**src/rtl/rv32_gpio_ctrl_if.sv**
```systemverilog
`default_nettype none
// ============================================================================
// Module      : rv32_gpio_ctrl_if
// Description : Word-addressed I/O bus between the RV32I data path and the
//               GPIO controller.
// Revision    : 1.0 - initial release
// ============================================================================
interface rv32_gpio_ctrl_if;
  logic [31:2] io_addr;
  logic [31:0] io_wdata;
  logic        io_we;
  logic [3:0]  io_be;
  logic [31:0] io_rdata;

  modport master (
    output io_addr,
    output io_wdata,
    output io_we,
    output io_be,
    input  io_rdata
  );

  modport slave (
    input  io_addr,
    input  io_wdata,
    input  io_we,
    input  io_be,
    output io_rdata
  );
endinterface
`default_nettype wire

```
**src/rtl/rv32_gpio_ctrl.sv**
```systemverilog
`default_nettype none
// ============================================================================
// Module      : rv32_gpio_ctrl
// Description : Memory-mapped GPIO controller: debounced pushbuttons with
//               sticky W1C rising-edge flags, atomic LED set/clear, masked irq.
// Revision    : 1.0 - initial release
// ============================================================================
module rv32_gpio_ctrl #(
  parameter int NUM_PB          = 4,
  parameter int NUM_LED         = 10,
  parameter int DEBOUNCE_CYCLES = 16
) (
  input  wire logic               clk,
  input  wire logic               reset,
  rv32_gpio_ctrl_if.slave         bus,
  input  wire logic [NUM_PB-1:0]  pushbuttons,
  output logic      [NUM_LED-1:0] leds,
  output logic                    irq
);

  localparam int                 c_cnt_w   = (DEBOUNCE_CYCLES > 1) ? $clog2(DEBOUNCE_CYCLES) : 1;
  localparam logic [c_cnt_w-1:0] c_cnt_max = c_cnt_w'(DEBOUNCE_CYCLES - 1);
  localparam logic [c_cnt_w-1:0] c_cnt_one = c_cnt_w'(1);

  localparam logic [2:0] c_off_pb_level = 3'd0;
  localparam logic [2:0] c_off_led      = 3'd1;
  localparam logic [2:0] c_off_led_set  = 3'd2;
  localparam logic [2:0] c_off_led_clr  = 3'd3;
  localparam logic [2:0] c_off_pb_edge  = 3'd4;
  localparam logic [2:0] c_off_irq_en   = 3'd5;

  if (NUM_PB < 1 || NUM_PB > 32) begin : g_bad_num_pb
    $error("NUM_PB must be in 1..32");
  end
  if (NUM_LED < 1 || NUM_LED > 32) begin : g_bad_num_led
    $error("NUM_LED must be in 1..32");
  end
  if (DEBOUNCE_CYCLES < 2) begin : g_bad_debounce
    $error("DEBOUNCE_CYCLES must be at least 2");
  end

  logic [NUM_PB-1:0]               r_sync1;
  logic [NUM_PB-1:0]               r_sync2;
  logic [NUM_PB-1:0][c_cnt_w-1:0]  r_cnt;
  logic [NUM_PB-1:0]               r_stable;
  logic [NUM_PB-1:0]               r_pb_edge;
  logic [NUM_PB-1:0]               r_irq_en;
  logic [NUM_LED-1:0]              r_leds;
  logic [31:0]                     r_rdata;
  logic                            r_irq;

  logic [NUM_PB-1:0][c_cnt_w-1:0]  w_cnt_nxt;
  logic [NUM_PB-1:0]               w_stable_nxt;
  logic [NUM_PB-1:0]               w_rise;
  logic [NUM_PB-1:0]               w_pb_edge_nxt;
  logic [NUM_PB-1:0]               w_irq_en_nxt;
  logic [NUM_LED-1:0]              w_leds_nxt;
  logic [31:0]                     w_rdata_nxt;
  logic [31:0]                     w_be_mask;
  logic [31:0]                     w_wr_bits;
  logic [NUM_LED-1:0]              w_led_mask;
  logic [NUM_LED-1:0]              w_led_data;
  logic [NUM_PB-1:0]               w_pb_mask;
  logic [NUM_PB-1:0]               w_pb_data;
  logic [2:0]                      w_off;
  logic                            w_unused;

  assign w_off      = bus.io_addr[4:2];
  assign w_be_mask  = {{8{bus.io_be[3]}}, {8{bus.io_be[2]}},
                       {8{bus.io_be[1]}}, {8{bus.io_be[0]}}};
  assign w_wr_bits  = bus.io_wdata & w_be_mask;
  assign w_led_mask = w_be_mask[NUM_LED-1:0];
  assign w_led_data = w_wr_bits[NUM_LED-1:0];
  assign w_pb_mask  = w_be_mask[NUM_PB-1:0];
  assign w_pb_data  = w_wr_bits[NUM_PB-1:0];
  assign w_unused   = ^{bus.io_addr[31:5], w_wr_bits};

  // Any return of sync to the accepted level restarts the stability count.
  always_comb begin
    w_cnt_nxt    = r_cnt;
    w_stable_nxt = r_stable;
    w_rise       = '0;
    for (int i = 0; i < NUM_PB; i++) begin
      if (r_sync2[i] == r_stable[i]) begin
        w_cnt_nxt[i] = '0;
      end else if (r_cnt[i] == c_cnt_max) begin
        w_stable_nxt[i] = r_sync2[i];
        w_cnt_nxt[i]    = '0;
        w_rise[i]       = r_sync2[i];
      end else begin
        w_cnt_nxt[i] = r_cnt[i] + c_cnt_one;
      end
    end
  end

  always_comb begin
    w_leds_nxt = r_leds;
    if (bus.io_we) begin
      case (w_off)
        c_off_led:     w_leds_nxt = (r_leds & ~w_led_mask) | w_led_data;
        c_off_led_set: w_leds_nxt = r_leds | w_led_data;
        c_off_led_clr: w_leds_nxt = r_leds & ~w_led_data;
        default:       w_leds_nxt = r_leds;
      endcase
    end
  end

  // A rising edge landing on the same cycle as its W1C clear keeps the flag.
  always_comb begin
    w_pb_edge_nxt = r_pb_edge | w_rise;
    w_irq_en_nxt  = r_irq_en;
    if (bus.io_we && (w_off == c_off_pb_edge)) begin
      w_pb_edge_nxt = (r_pb_edge & ~w_pb_data) | w_rise;
    end
    if (bus.io_we && (w_off == c_off_irq_en)) begin
      w_irq_en_nxt = (r_irq_en & ~w_pb_mask) | w_pb_data;
    end
  end

  always_comb begin
    w_rdata_nxt = '0;
    case (w_off)
      c_off_pb_level: w_rdata_nxt[NUM_PB-1:0]  = r_stable;
      c_off_led:      w_rdata_nxt[NUM_LED-1:0] = r_leds;
      c_off_pb_edge:  w_rdata_nxt[NUM_PB-1:0]  = r_pb_edge;
      c_off_irq_en:   w_rdata_nxt[NUM_PB-1:0]  = r_irq_en;
      default:        w_rdata_nxt = '0;
    endcase
  end

  always_ff @(posedge clk or negedge reset) begin
    if (!reset) begin
      r_sync1   <= '0;
      r_sync2   <= '0;
      r_cnt     <= '0;
      r_stable  <= '0;
      r_pb_edge <= '0;
      r_irq_en  <= '0;
      r_leds    <= '0;
      r_rdata   <= '0;
      r_irq     <= 1'b0;
    end else begin
      r_sync1   <= pushbuttons;
      r_sync2   <= r_sync1;
      r_cnt     <= w_cnt_nxt;
      r_stable  <= w_stable_nxt;
      r_pb_edge <= w_pb_edge_nxt;
      r_irq_en  <= w_irq_en_nxt;
      r_leds    <= w_leds_nxt;
      r_rdata   <= w_rdata_nxt;
      r_irq     <= |(r_pb_edge & r_irq_en);
    end
  end

  assign leds         = r_leds;
  assign irq          = r_irq;
  assign bus.io_rdata = r_rdata;

endmodule
`default_nettype wire

```
**src/flat_wrapper.sv**
```systemverilog
// flat-port wrapper written by rule: the top's interface ports become plain ports
module rv32_gpio_ctrl_flat 
#(
  parameter int NUM_PB          = 4,
  parameter int NUM_LED         = 10,
  parameter int DEBOUNCE_CYCLES = 16
)
  (clk, reset, pushbuttons, leds, irq, bus_io_addr, bus_io_wdata, bus_io_we, bus_io_be, bus_io_rdata);
  rv32_gpio_ctrl_if bus_i ();
  input  wire logic clk;
  input  wire logic reset;
  input  wire logic [NUM_PB-1:0] pushbuttons;
  output logic      [NUM_LED-1:0] leds;
  output logic irq;
  input wire logic [$bits(bus_i.io_addr)-1:0] bus_io_addr;
  input wire logic [$bits(bus_i.io_wdata)-1:0] bus_io_wdata;
  input wire logic [$bits(bus_i.io_we)-1:0] bus_io_we;
  input wire logic [$bits(bus_i.io_be)-1:0] bus_io_be;
  output wire logic [$bits(bus_i.io_rdata)-1:0] bus_io_rdata;
  assign bus_i.io_addr = bus_io_addr;
  assign bus_i.io_wdata = bus_io_wdata;
  assign bus_i.io_we = bus_io_we;
  assign bus_i.io_be = bus_io_be;
  assign bus_io_rdata = bus_i.io_rdata;
  rv32_gpio_ctrl #(.NUM_PB(NUM_PB), .NUM_LED(NUM_LED), .DEBOUNCE_CYCLES(DEBOUNCE_CYCLES)) u_core (.clk(clk), .reset(reset), .bus(bus_i), .pushbuttons(pushbuttons), .leds(leds), .irq(irq));
endmodule
```
**config.mk**
```make
export PLATFORM = sky130hd
export DESIGN_NAME = rv32_gpio_ctrl_flat
export DESIGN_NICKNAME = d
export VERILOG_FILES = /design/src/rtl/rv32_gpio_ctrl_if.sv /design/src/rtl/rv32_gpio_ctrl.sv /design/src/flat_wrapper.sv
export SDC_FILE = /design/constraint.sdc
export NUM_CORES = 1
export LEC_CHECK = 0
export BUFFER_PORTS_ARGS = -buffer_cell sky130_fd_sc_hd__buf_2
export CELL_PAD_IN_SITES_DETAIL_PLACEMENT = 1
export CELL_PAD_IN_SITES_GLOBAL_PLACEMENT = 1
export CORE_MARGIN = 3
export CORE_UTILIZATION = 32
export DETAILED_ROUTE_END_ITERATION = 6
export GPL_ROUTABILITY_DRIVEN = 0
export PLACE_DENSITY_LB_ADDON = 0.1
export REMOVE_ABC_BUFFERS = 1
export SYNTH_ARGS = -nofsm -noshare
export SYNTH_HDL_FRONTEND = slang
export SYNTH_SLANG_ARGS = --single-unit
export TNS_END_PERCENT = 5
```
**constraint.sdc**
```tcl
create_clock -name clk -period 1.16 [get_ports clk]
set_input_delay 0.174 -clock clk [delete_from_list [all_inputs] [get_ports clk]]
set_output_delay 0.174 -clock clk [all_outputs]
set_load 0.01 [all_outputs]
```
# Yosys cells after proc, flatten, opt, wreduce, memory -nomap -nowiden
# Cells that the tools add are included.
[word_totals] reg_bits=57 in_bits=73 word_cells=81
[classes] addsub=4 n_eq_ne=13 mux=20 bitwise_logic=19 reduce_logical=10
[op_table] op="4-bit 2-to-1 mux" n=9
[op_table] op="10-bit bitwise AND" n=3
[op_table] op="10-bit case mux with 3 select lines" n=1
[op_table] op="10-bit inverter" n=2
[op_table] op="10-bit bitwise OR" n=2
[op_table] op="4-bit by 1-bit adder with 4-bit output, second input constant" n=4
[op_table] op="4-bit equality test, second input constant" n=4
[op_table] op="4-bit case mux with 4 select lines" n=1
[op_table] op="4-bit bitwise AND" n=3
[op_table] op="4-bit bitwise OR" n=3
[op_table] op="2-bit AND reduction" n=5
[op_table] op="1-bit 2-to-1 mux" n=8
[op_table] op="4-bit inverter" n=2
[op_table] op="3-bit by 2-bit equality test with 1-bit output, second input constant" n=2
[op_table] op="3-bit equality test, second input constant" n=2
[op_table] op="6-bit 2-to-1 mux" n=1
[op_table] op="1-bit equality test" n=4
[op_table] op="1-bit inverter" n=4
[op_table] op="4-bit OR reduction" n=1
[op_table] op="3-bit by 1-bit equality test with 1-bit output, second input constant" n=1
[op_table] op="3-bit logical NOT" n=1
[op_table] op="3-bit nonzero test" n=1
[op_table] op="1-bit logical AND" n=2

# Depth between registers and ports, before layout
[logic_depth] ltp_word=5 ltp_mapped=5 mapped_depth_nobuf=4

# Worst setup path after synthesis
# OpenSTA, ideal clock, no wires.
[synth_path] path_type="register to register" start="register u_core.r_cnt[4] (netlist name)" end="register u_core.r_stable[1]" setup_ps=125 arrival_ps=1058 path_slack_ps=-23 path_stages_with_launch=4 period_less_slack_ps=1183 path_cell_list="dfrtp_1 ha_1 nand3_1 mux2_2"
[synth_between] elab_chain_cells=2
[synth_rtl] element="start: declaration" line_no="rv32_gpio_ctrl.sv:44" source="logic [NUM_PB-1:0][c_cnt_w-1:0] r_cnt;"
[synth_rtl] element="start signal: assignment" line_no="rv32_gpio_ctrl.sv:145" source="r_cnt <= w_cnt_nxt;"
[synth_rtl] element="4-bit equality test" line_no="rv32_gpio_ctrl.sv:86" source="end else if (r_cnt[i] == c_cnt_max) begin"
[synth_rtl] element="2-bit AND reduction (no source line)"
[synth_rtl] element="end signal: assignment" line_no="rv32_gpio_ctrl.sv:146" source="r_stable <= w_stable_nxt;"
[synth_rtl] element="end: declaration" line_no="rv32_gpio_ctrl.sv:45" source="logic [NUM_PB-1:0] r_stable;"
# No other way between the ends.
# A chain may end at the register's enable or synchronous reset.

==> results by group <==
Detailed routing
  • First DRT Iteration DRCs: 43
  • Wire per inst: 14.5 um
  • Antenna viol nets, final: 0
  • Drt via density: approximately 4.7
  • Drc violations: 0
  • Detailed-router iteration count before antenna repair: 4
  • Wirelength, routed: 6.06 mm
  • Vias: 1970

Status
  • Status: finished, final reports clean

Worst setup path
  • Reg2reg start: u_core.r_cnt[0]
  • CP cell instances: ha_2, buf_4, a311oi_1
  • Reg2reg end: u_core.r_cnt[0]
  • Critical path class: reg2reg
  • Worst setup SP type: flop
  • CP bufs+invs: 1
  • Worst-path maximum fanout: 3
  • FF-to-FF path depth: 3
  • FF-to-FF setup slack: between 0.015 and 0.02 ns
  • CP peak stage delay: approximately 0.40 ns
  • CP Data Arrival Time: ~1.4 ns
  • Crit. End Element: flop
  • Slowest stage cell, crit path: dfrtp_1
  • CP top delay family: flip-flops
  • CP Data Required Time: between 1 and 1.5 ns

Cells and area
  • ANT cells: 0
  • Layout Cells excl Fill: around 420
  • Nets: around 390
  • Fill count: around 880
  • Fin util: a little under half
  • Area Growth Syn to Fin: 34.8%
  • Multi-input gate area: roughly 1200 um2
  • Layout cells sized above 1: 40.5%
  • Sequential cell area: about 1400 um2

Global route
  • Vias in the first global route: between 2000 and 2500
  • Largest net degree at the start of global routing: 58
  • GRT overflow: 0
  • First-pass GRT wire length: about 11 mm
  • Tot GR Track Use: 14.0%
  • Initial antenna violation count: 0

Floorplan
  • Num rows: 32
  • Chip width: approximately 97 um
  • Starting Density: ~34%
  • Die outline height: 96.9 um
  • Core area: 7890 um2
  • Ports: 116
  • Die ar.: around 9400 um2

Pwr
  • Lkg Pwr: 1.69 nW
  • PwrDens: approximately 1400 nW/um2
  • Worst vdd ir: approximately 610 uV

Synth
  • Ys Warns: 0
  • Synth Register Bits: 57
  • Netlist cell types: 36
  • Syn Area/Cell: between 10 and 15 um2
  • Sequential fraction of the synthesis area: 54.0%
  • Mapped Area: 2640 um2
  • Synth Instances: 216

Timing
  • Hold_ws: approximately 0.13 ns
  • Setup violations, final: 0
  • Min Clock Period, post-route: between 1 and 1.5 ns
  • Fin Clk Skew: slightly below 0.005 ns
  • Sum Neg Setup Slack: 0 ns
  • Slew Limit Fails: 0
  • Fin crit share: roughly 100%
  • Hold Fails Final Rpt: 0
  • FMAX: 0.876 GHz
  • RSZ-0062 raised after global routing: true

Hold path
  • Hold Path Depth: 2
  • Hold Startpoint: bus_io_wdata[1]
  • Worst hold path endpoint: u_core.leds[1]
  • Hold crit path type: in2reg

Clocking
  • Clk_lat worst skew: between 0.3 and 0.4 ns
  • Clock transition at the registers of the reported paths: 0.06 ns
  • CTS max path bufs: 2
  • Post-CTS Setup Bufs: 0
  • H-tree levels: 3
  • CTS buffer count: 9
  • Num Clock Sinks: 57
  • CTS root buffer: clkbuf_8
  • CTS tree: built

Placement
  • Post-Place Cells: approximately 400
  • Final HPWL DP: 4.39 mm
  • IO buf count: 42

Job
  • Max-cap violations: 0
==> cells in the mapped netlist (all sizes together) <==
master,count,share of area (%)
conb,1,0.14
a22o,3,0.99
and3,5,1.2
a21o,3,0.85
dfrtp,57,54
nand4,1,0.24
xnor2,9,3.0
nand4bb,1,0.43
a31oi,3,0.71
and2b,1,0.28
a311oi,6,2.0
mux4,4,3.4
and2,10,2.4
nand3b,2,0.57
o21ai,6,1.1
and4,1,0.43
nor3b,5,1.4
ha,4,1.9
nor2b,11,2.9
a22oi,3,0.85
nor2,5,0.71
a211o,9,3.0
nand3,5,0.95
mux2,8,3.4
a21oi,2,0.38
o22ai,5,1.2
and3b,1,0.38
and4b,2,0.76
buf,26,7.5
inv,2,0.28
nand2,12,1.8
nand4b,3,0.99
==> metal layers <==
metal / track usage, % / part of all wire [%]
met5: 0 / 0
met4: 5.29 / 1.2
met3: 4.40 / 4.1
met2: 23.7 / 52
met1: 16.6 / 42
==> through the flow <==
stage / instance area, um2 / power (mW) / setup slack (ns)
after global routing: 3560 / 5.38 / -0.0325
after detailed placement: 3210 / 3.17 / -0.118
after floorplan: 2520 / 2.67 / -0.0228
after CTS: 3510 / 5.14 / -0.00279
after global placement: 3210 / 3.15 / -0.114
final: 3560 / 5.05 / 0.0191
==> logic make-up after synthesis <==
| kind of cell | after synthesis | synth area share (%) |
|---|---|---|
| xor+xnor | 9 | 2.98 |
| mux | 12 | 6.82 |
| other cells | 1 | 0.142 |
| buf+inv | 28 | 7.76 |
| compound gates | 40 | 11.1 |
| flops | 57 | 54.0 |
| simple gates | 65 | 15.4 |
| fa+ha+maj | 4 | 1.89 |
==> registers in the layout (all words and copies together), names as in the netlist, named ones only <==
register,cells
u_core.leds,10
u_core.r_cnt,16
u_core.r_stable,4
u_core.r_sync2,4
u_core.r_sync1,4
u_core.irq,1
u_core.bus.io_rdata,10
u_core.r_pb_edge,4
==> final cells by class <==
| cell class | instances | share of cell area (%) |
|---|---|---|
| Inverter | 2 | 0.211 |
| Timing Repair Buffer | 90 | 18.3 |
| Clock buffer | 13 | 4.46 |
| Sequential cell | 57 | 40.0 |
| Tap cell | 102 | 3.58 |
| Multi-Input combinational cell | 152 | 32.4 |
| Clock inverter | 2 | 1.05 |
==> placed cells by master (no fill, tap or decap), drive strengths merged, types with 2 or more instances in the layout <==
cell         instances
inv                  2
nand3b               2
a21o                 3
mux2                 8
mux4                 4
nor2                 5
and2                10
a311oi               6
a22oi                3
a211o                9
o22ai                5
a22o                 3
and3                 5
buf                 85
nand3                5
nand4b               3
o21ai                6
and4b                2
conb                22
a21oi                2
nor3b                5
xnor2                9
dfrtp               57
nand2               12
clkbuf              13
ha                   4
dlygate4sd3          5
a31oi                3
nor2b               11
==> report_power, final <==
group | leakage (nW) | switching [mW] | internal, mW
Sequential | 0.699 | 0.125 | 2.17
Clock | 0.0957 | 0.726 | 1.10
Combinational | 0.897 | 0.407 | 0.521
==> worst max-delay path by stage <==
stage	from	to	slack, ns	cells past startpoint
2_1_floorplan	u_core.r_cnt[4]	u_core.r_stable[1]	-0.02	3
3_3_place_gp	bus_io_addr[0]	u_core.bus.io_rdata[6]	-0.11	5
3_5_place_dp	bus_io_addr[0]	flop	-0.12	4
6_report	u_core.r_cnt[0]	u_core.r_cnt[0]	0.02	3
5_1_grt	u_core.r_cnt[13]	u_core.r_cnt[15]	-0.03	5
4_1_cts	u_core.leds[3]	leds[3]	-0.003	2
==> repair_timing <==
| action | CTS | global route |
|---|---|---|
| endpoints found under the hold margin | 61 | 0 |
| gates resized for setup | 13 | 12 |
| pin swaps | 1 | 6 |
| hold buffers | 5 | 0 |
| endpoints found under the setup margin | 12 | 17 |
Note: power is estimated with default switching activity, not from simulation.
